## src/rtl/boot_rom_pkg.sv

```systemverilog
// Shared types for the boot ROM arbiter slice.
package boot_rom_pkg;

  localparam int ROM_AW = 10;

  typedef enum logic {
    PORT_INSTR = 1'b0,
    PORT_DATA  = 1'b1
  } port_e;

  typedef struct packed {
    logic  valid;
    port_e owner;
    logic  err;
  } rsp_pend_t;

  function automatic port_e other_port(input port_e p);
    return (p == PORT_INSTR) ? PORT_DATA : PORT_INSTR;
  endfunction

endpackage

```

## src/rtl/boot_rom_arb_pick.sv

```systemverilog
// Two-way request picker; BOOT_ROM_ARB_RR_EN selects round-robin,
// otherwise instr has fixed priority over data.
module boot_rom_arb_pick
  import boot_rom_pkg::*;
(
  input  logic  req_instr_i,
  input  logic  req_data_i,
  input  port_e ptr_i,
  output logic  gnt_instr_o,
  output logic  gnt_data_o
);

`ifdef BOOT_ROM_ARB_RR_EN
  always_comb begin
    gnt_instr_o = 1'b0;
    gnt_data_o  = 1'b0;
    unique case (1'b1)
      (req_instr_i && !req_data_i): gnt_instr_o = 1'b1;
      (!req_instr_i && req_data_i): gnt_data_o  = 1'b1;
      (req_instr_i && req_data_i): begin
        gnt_instr_o = (ptr_i == PORT_INSTR);
        gnt_data_o  = (ptr_i == PORT_DATA);
      end
      default: ;
    endcase
  end
`else
  logic unused_ptr;
  assign unused_ptr  = ptr_i;
  assign gnt_instr_o = req_instr_i;
  assign gnt_data_o  = req_data_i & ~req_instr_i;
`endif

endmodule

```

## src/rtl/boot_rom_arbiter.sv

```systemverilog
// Shares one synchronous boot ROM between instr and data ports.
// Policy: BOOT_ROM_ARB_RR_EN (round-robin) or fixed instr priority.
module boot_rom_arbiter
  import boot_rom_pkg::*;
#(
  parameter int ROM_WORDS = 548,
  parameter int ADDR_W    = 12
) (
  input  logic              CLK,
  input  logic              RSTN,
  input  logic              instr_req_i,
  input  logic [ADDR_W-1:0] instr_addr_i,
  output logic              instr_gnt_o,
  output logic              instr_rvalid_o,
  output logic [31:0]       instr_rdata_o,
  output logic              instr_err_o,
  input  logic              data_req_i,
  input  logic [ADDR_W-1:0] data_addr_i,
  input  logic              data_we_i,
  output logic              data_gnt_o,
  output logic              data_rvalid_o,
  output logic [31:0]       data_rdata_o,
  output logic              data_err_o,
  output logic              rom_csn_o,
  output logic [ROM_AW-1:0] rom_a_o,
  input  logic [31:0]       rom_q_i
);

  localparam logic [ROM_AW:0] LIM = (ROM_AW+1)'(ROM_WORDS);

  logic              pick_i, pick_d;
  logic              acc_i, acc_d, acc;
  logic [ADDR_W-1:0] addr;
  logic              we, legal, rom_en;
  logic [ROM_AW-1:0] idx, rom_a_d, rom_a_q;
  rsp_pend_t         pend_d, pend_q;
  port_e             ptr;
  logic              rv_i, rv_d;

  boot_rom_arb_pick u_pick (
    .req_instr_i (instr_req_i),
    .req_data_i  (data_req_i),
    .ptr_i       (ptr),
    .gnt_instr_o (pick_i),
    .gnt_data_o  (pick_d)
  );

  // No grants while held in reset so the ROM stays deselected.
  assign instr_gnt_o = pick_i & RSTN;
  assign data_gnt_o  = pick_d & RSTN;

  always_comb begin
    acc_i   = instr_req_i & instr_gnt_o;
    acc_d   = data_req_i & data_gnt_o;
    acc     = acc_i | acc_d;
    addr    = acc_d ? data_addr_i : instr_addr_i;
    we      = acc_d & data_we_i;
    idx     = addr[ROM_AW+1:2];
    legal   = !we && (addr[1:0] == 2'b00) && ({1'b0, idx} < LIM);
    rom_en  = acc & legal;
    rom_a_d = rom_en ? idx : rom_a_q;
    pend_d       = '0;
    pend_d.valid = acc;
    pend_d.owner = acc_d ? PORT_DATA : PORT_INSTR;
    pend_d.err   = acc & ~legal;
  end

  assign rom_csn_o = ~rom_en;
  assign rom_a_o   = rom_a_d;

  always_ff @(posedge CLK or negedge RSTN) begin
    if (!RSTN) begin
      rom_a_q <= '0;
      pend_q  <= '0;
    end else begin
      rom_a_q <= rom_a_d;
      pend_q  <= pend_d;
    end
  end

`ifdef BOOT_ROM_ARB_RR_EN
  port_e ptr_d, ptr_q;

  always_comb begin
    ptr_d = ptr_q;
    if (instr_req_i && data_req_i && acc)
      ptr_d = other_port(acc_d ? PORT_DATA : PORT_INSTR);
  end

  always_ff @(posedge CLK or negedge RSTN) begin
    if (!RSTN) ptr_q <= PORT_INSTR;
    else       ptr_q <= ptr_d;
  end

  assign ptr = ptr_q;
`else
  assign ptr = PORT_INSTR;
`endif

  always_comb begin
    rv_i = pend_q.valid && (pend_q.owner == PORT_INSTR);
    rv_d = pend_q.valid && (pend_q.owner == PORT_DATA);
    instr_rvalid_o = rv_i;
    data_rvalid_o  = rv_d;
    instr_err_o    = rv_i & pend_q.err;
    data_err_o     = rv_d & pend_q.err;
    instr_rdata_o  = (rv_i && !pend_q.err) ? rom_q_i : '0;
    data_rdata_o   = (rv_d && !pend_q.err) ? rom_q_i : '0;
  end

endmodule

```

## config.mk

```make
export PLATFORM = sky130hd
export DESIGN_NAME = boot_rom_arbiter
export DESIGN_NICKNAME = d
export VERILOG_FILES = /design/src/rtl/boot_rom_pkg.sv /design/src/rtl/boot_rom_arb_pick.sv /design/src/rtl/boot_rom_arbiter.sv
export SDC_FILE = /design/constraint.sdc
export NUM_CORES = 1
export LEC_CHECK = 0
export ABC_CLOCK_PERIOD_IN_PS = 5000
export CORE_MARGIN = 3
export CORE_UTILIZATION = 29
export CTS_CLUSTER_DIAMETER = 60
export DETAILED_ROUTE_END_ITERATION = 6
export PLACE_DENSITY = 0.88
export SYNTH_ARGS = -nofsm -noshare
export SYNTH_HDL_FRONTEND = slang
export SYNTH_SLANG_ARGS = --single-unit
export TNS_END_PERCENT = 20
```

## constraint.sdc

```tcl
create_clock -name CLK -period 5 [get_ports CLK]
set_input_delay 1.25 -clock CLK [delete_from_list [all_inputs] [get_ports CLK]]
set_output_delay 1.25 -clock CLK [all_outputs]
set_load 0.005 [all_outputs]
```

==> results.cfg <==
[global_route]
grt_overflow = 0
grt.total_usage_pct = 19.0
first_global_vias = 1489
antenna_found_initial = 0
grt_max_degree = 33
grt_pass1_wl_um = 7620

[power]
p_clk_share_pct = 20.6
cellPowerDensity_nw_per_um2 = 167
p_switching_uw = 112
power_leakage_nw = 1.12
swShare_pct = 24.5
seqPwrFrac_pct = 30.6
intPower_uw = 344
p_comb_share_pct = 48.8
ir_drop_mv = 0.188
total_power_uw = 455

[min_path]
hp-class = register to register
hold_path_depth = 1

[timing]
finClkSkew_ns = 0
hold_violations = 0
period_needed_ns = 4.66
finalSetupViolations = 0
report.final.slew_viol_count = 0
tns_ns = 0
fmax_mhz = 215
rsz0062_at_grt = no
finalCritPeriodShare_pct = 93.2
slew-limit-headroom_pct = 77.0
worstMarginPinSlew_ns = 0.342

[detailed_routing]
wl_per_cell_um = 14.9
ant_nets = 0
drc_errors = 0
drt_iter0_markers = 44
dr.pass1.iters = 5
finalWirelength_um = 4730
viasPerCell = 4.54
vias = 1440

[logic_synthesis]
yosysUniqueCellTypes = 23
synth_area_um2 = 1210
synth_area_leaders = and2_1 (34%), dfrtp_1 (27%), mux2_4 (11%)
syn_area_per_cell_um2 = 9.53
synthCells = 127
yosys.area.top_type = and2_1
syn_nets = 188
synth-seq-area-share_pct = 26.9
synth_top_area_share_pct = 34.1
ys_warn_count = 0
synth-seq-cells = 13

[placed_design]
gp_congestion = 0.795
place.port_buffers = 141
dp_hpwl_um = 4090

[worst_setup_path]
cp-start-kind = primary input
reg2reg_depth = 1
crit_path_max_incr_delay_ns = 0.64
cp.required_ns = 3.75
cpMostUsedCell = clkdlybuf4s50_1
cp_data_arrival_time_ns = 3.41
crit_path_top_delay_cell = clkdlybuf4s50_1
crit_type = primary input to output pin
worstSetupEndpointType = output pin
path_cells = clkdlybuf4s50_1, nand3b_4, and4b_1, a41o_1, buf_4, mux2_1, clkdlybuf4s50_1
cp_max_fo = 11

[clock_network]
clock_latency_ns = 0.24
cts.clk_slew.worst_paths_ns = 0.06
post_cts_buffers = 0
cts_resized = 0
htree_levels = 1
clock-root-buffer = clkbuf_8
cts_buffers = 3
cts_hold_buf = 0
clock_path_buffers = 2
cts_tree = yes
cts_sinks = 13

[job]
drv_cap = 0

[die]
die_w_um = 70.6
fp.dieArea_um2 = 4980
rows = 22
die_height_um = 70.6
io_pins = 142
core_um2 = 3830
start_util_pct = 31.6

[finish]
final_common_cell = clkdlybuf4s50_1
drive_above_1_share_pct = 11.5
fillCellCount = 311
antenna_cells = 0
area_delta_synth_final_pct = 125
final_cell_mix = clkdlybuf4s50_1 (141), and2_1 (66), dfrtp_1 (13)
finalNetCount = 331

[outcome]
status = finished clean
## worst paths after layout
| check | start | to | slack, ns |
|---|---|---|---|
| hold reg to reg | rom_a_q[2] | rom_a_q[2] | 0.49 |
| max in group asynchronous | RSTN | rom_a_q[6] | 3.28 |
| setup reg to reg | rom_a_q[9] | rom_a_q[9] | 4.20 |
| setup / recovery | RSTN | rom_a_o[9] | 0.34 |
| hold / removal | rom_a_q[2] | rom_a_q[2] | 0.49 |
| min in group asynchronous | RSTN | pend_q[1] | 1.26 |
## per-layer routing
| layer | track usage, % | vias up | wire length (um) |
|---|---|---|---|
| met5 | 0 | - | 0 |
| met4 | 4.38 | 0 | 46 |
| met3 | 4.97 | 6 | 459 |
| met2 | 35.4 | 93 | 2460 |
| met1 | 21.6 | 642 | 1760 |
| li1 | - | 699 | - |
## through the flow
| step | cells | utilization (%) | area [um^2] | worst slack [ns] | hold slack, ns |
|---|---|---|---|---|---|
| after floorplan | 127 | - | 1210 | 1.45 | 0.476 |
| after global placement | 313 | 69.8 | 2670 | 0.388 | 0.467 |
| after detailed placement | 313 | 69.8 | 2670 | 0.322 | 0.479 |
| after CTS | 317 | 71.0 | 2720 | 0.319 | 0.493 |
| after global routing | 317 | 71.0 | 2720 | 0.213 | 0.508 |
| final | 317 | 71.0 | 2720 | 0.340 | 0.491 |
## critical path, delay by kind of cell
family,cells,cell delay [ns]
simple gates,2,0.36
compound gates,1,0.10
mux,1,0.37
buf+inv,3,1.32
## power by group through the flow
stage          sequential [mW]  combinational, mW  clock [mW]
3_5_place_dp             0.141              0.223           0
5_1_grt                  0.142              0.239       0.102
2_1_floorplan            0.137             0.0760           0
6_report                 0.139              0.222      0.0937
3_3_place_gp             0.139              0.218           0
4_1_cts                  0.140              0.225      0.0960
## synthesized netlist by cell type
master and number:
a41o_1 1, and2_1 66, and2_2 1, and3_1 1, and3b_2 1, and4b_1 1, buf_6 1, clkbuf_1 6
dfrtp_1 13, dlymetal6s2s_1 1, inv_1 3, mux2_1 1, mux2_2 10, mux2_4 9, nand3b_4 1, nand4_1 1
nor2_1 1, nor2b_1 3, nor3_1 1, o21a_1 1, o311ai_1 1, o311ai_4 1, o31ai_1 2
## registers in the layout, indices dropped and copies added (netlist names)
signal	count
pend_q	3
rom_a_q	10
## cell families after synthesis
group,Yosys count,share of synthesized area [%]
AOI/OAI and AO/OA,6,5.58
muxes,20,21.4
DFF,13,26.9
and+or+nand+nor,77,41.4
buffers and inverters,11,4.76
## cell type report
type / instances / area (um^2) / area share (%)
well taps: 48 / 60.1 / 2.21
inverters: 3 / 11.3 / 0.414
repair buffers: 146 / 1450 / 53.3
clock buffers: 4 / 45.0 / 1.66
flip-flops and latches: 13 / 325 / 12.0
multi-input cells: 103 / 827 / 30.4
(Power assumes the default switching activity.)
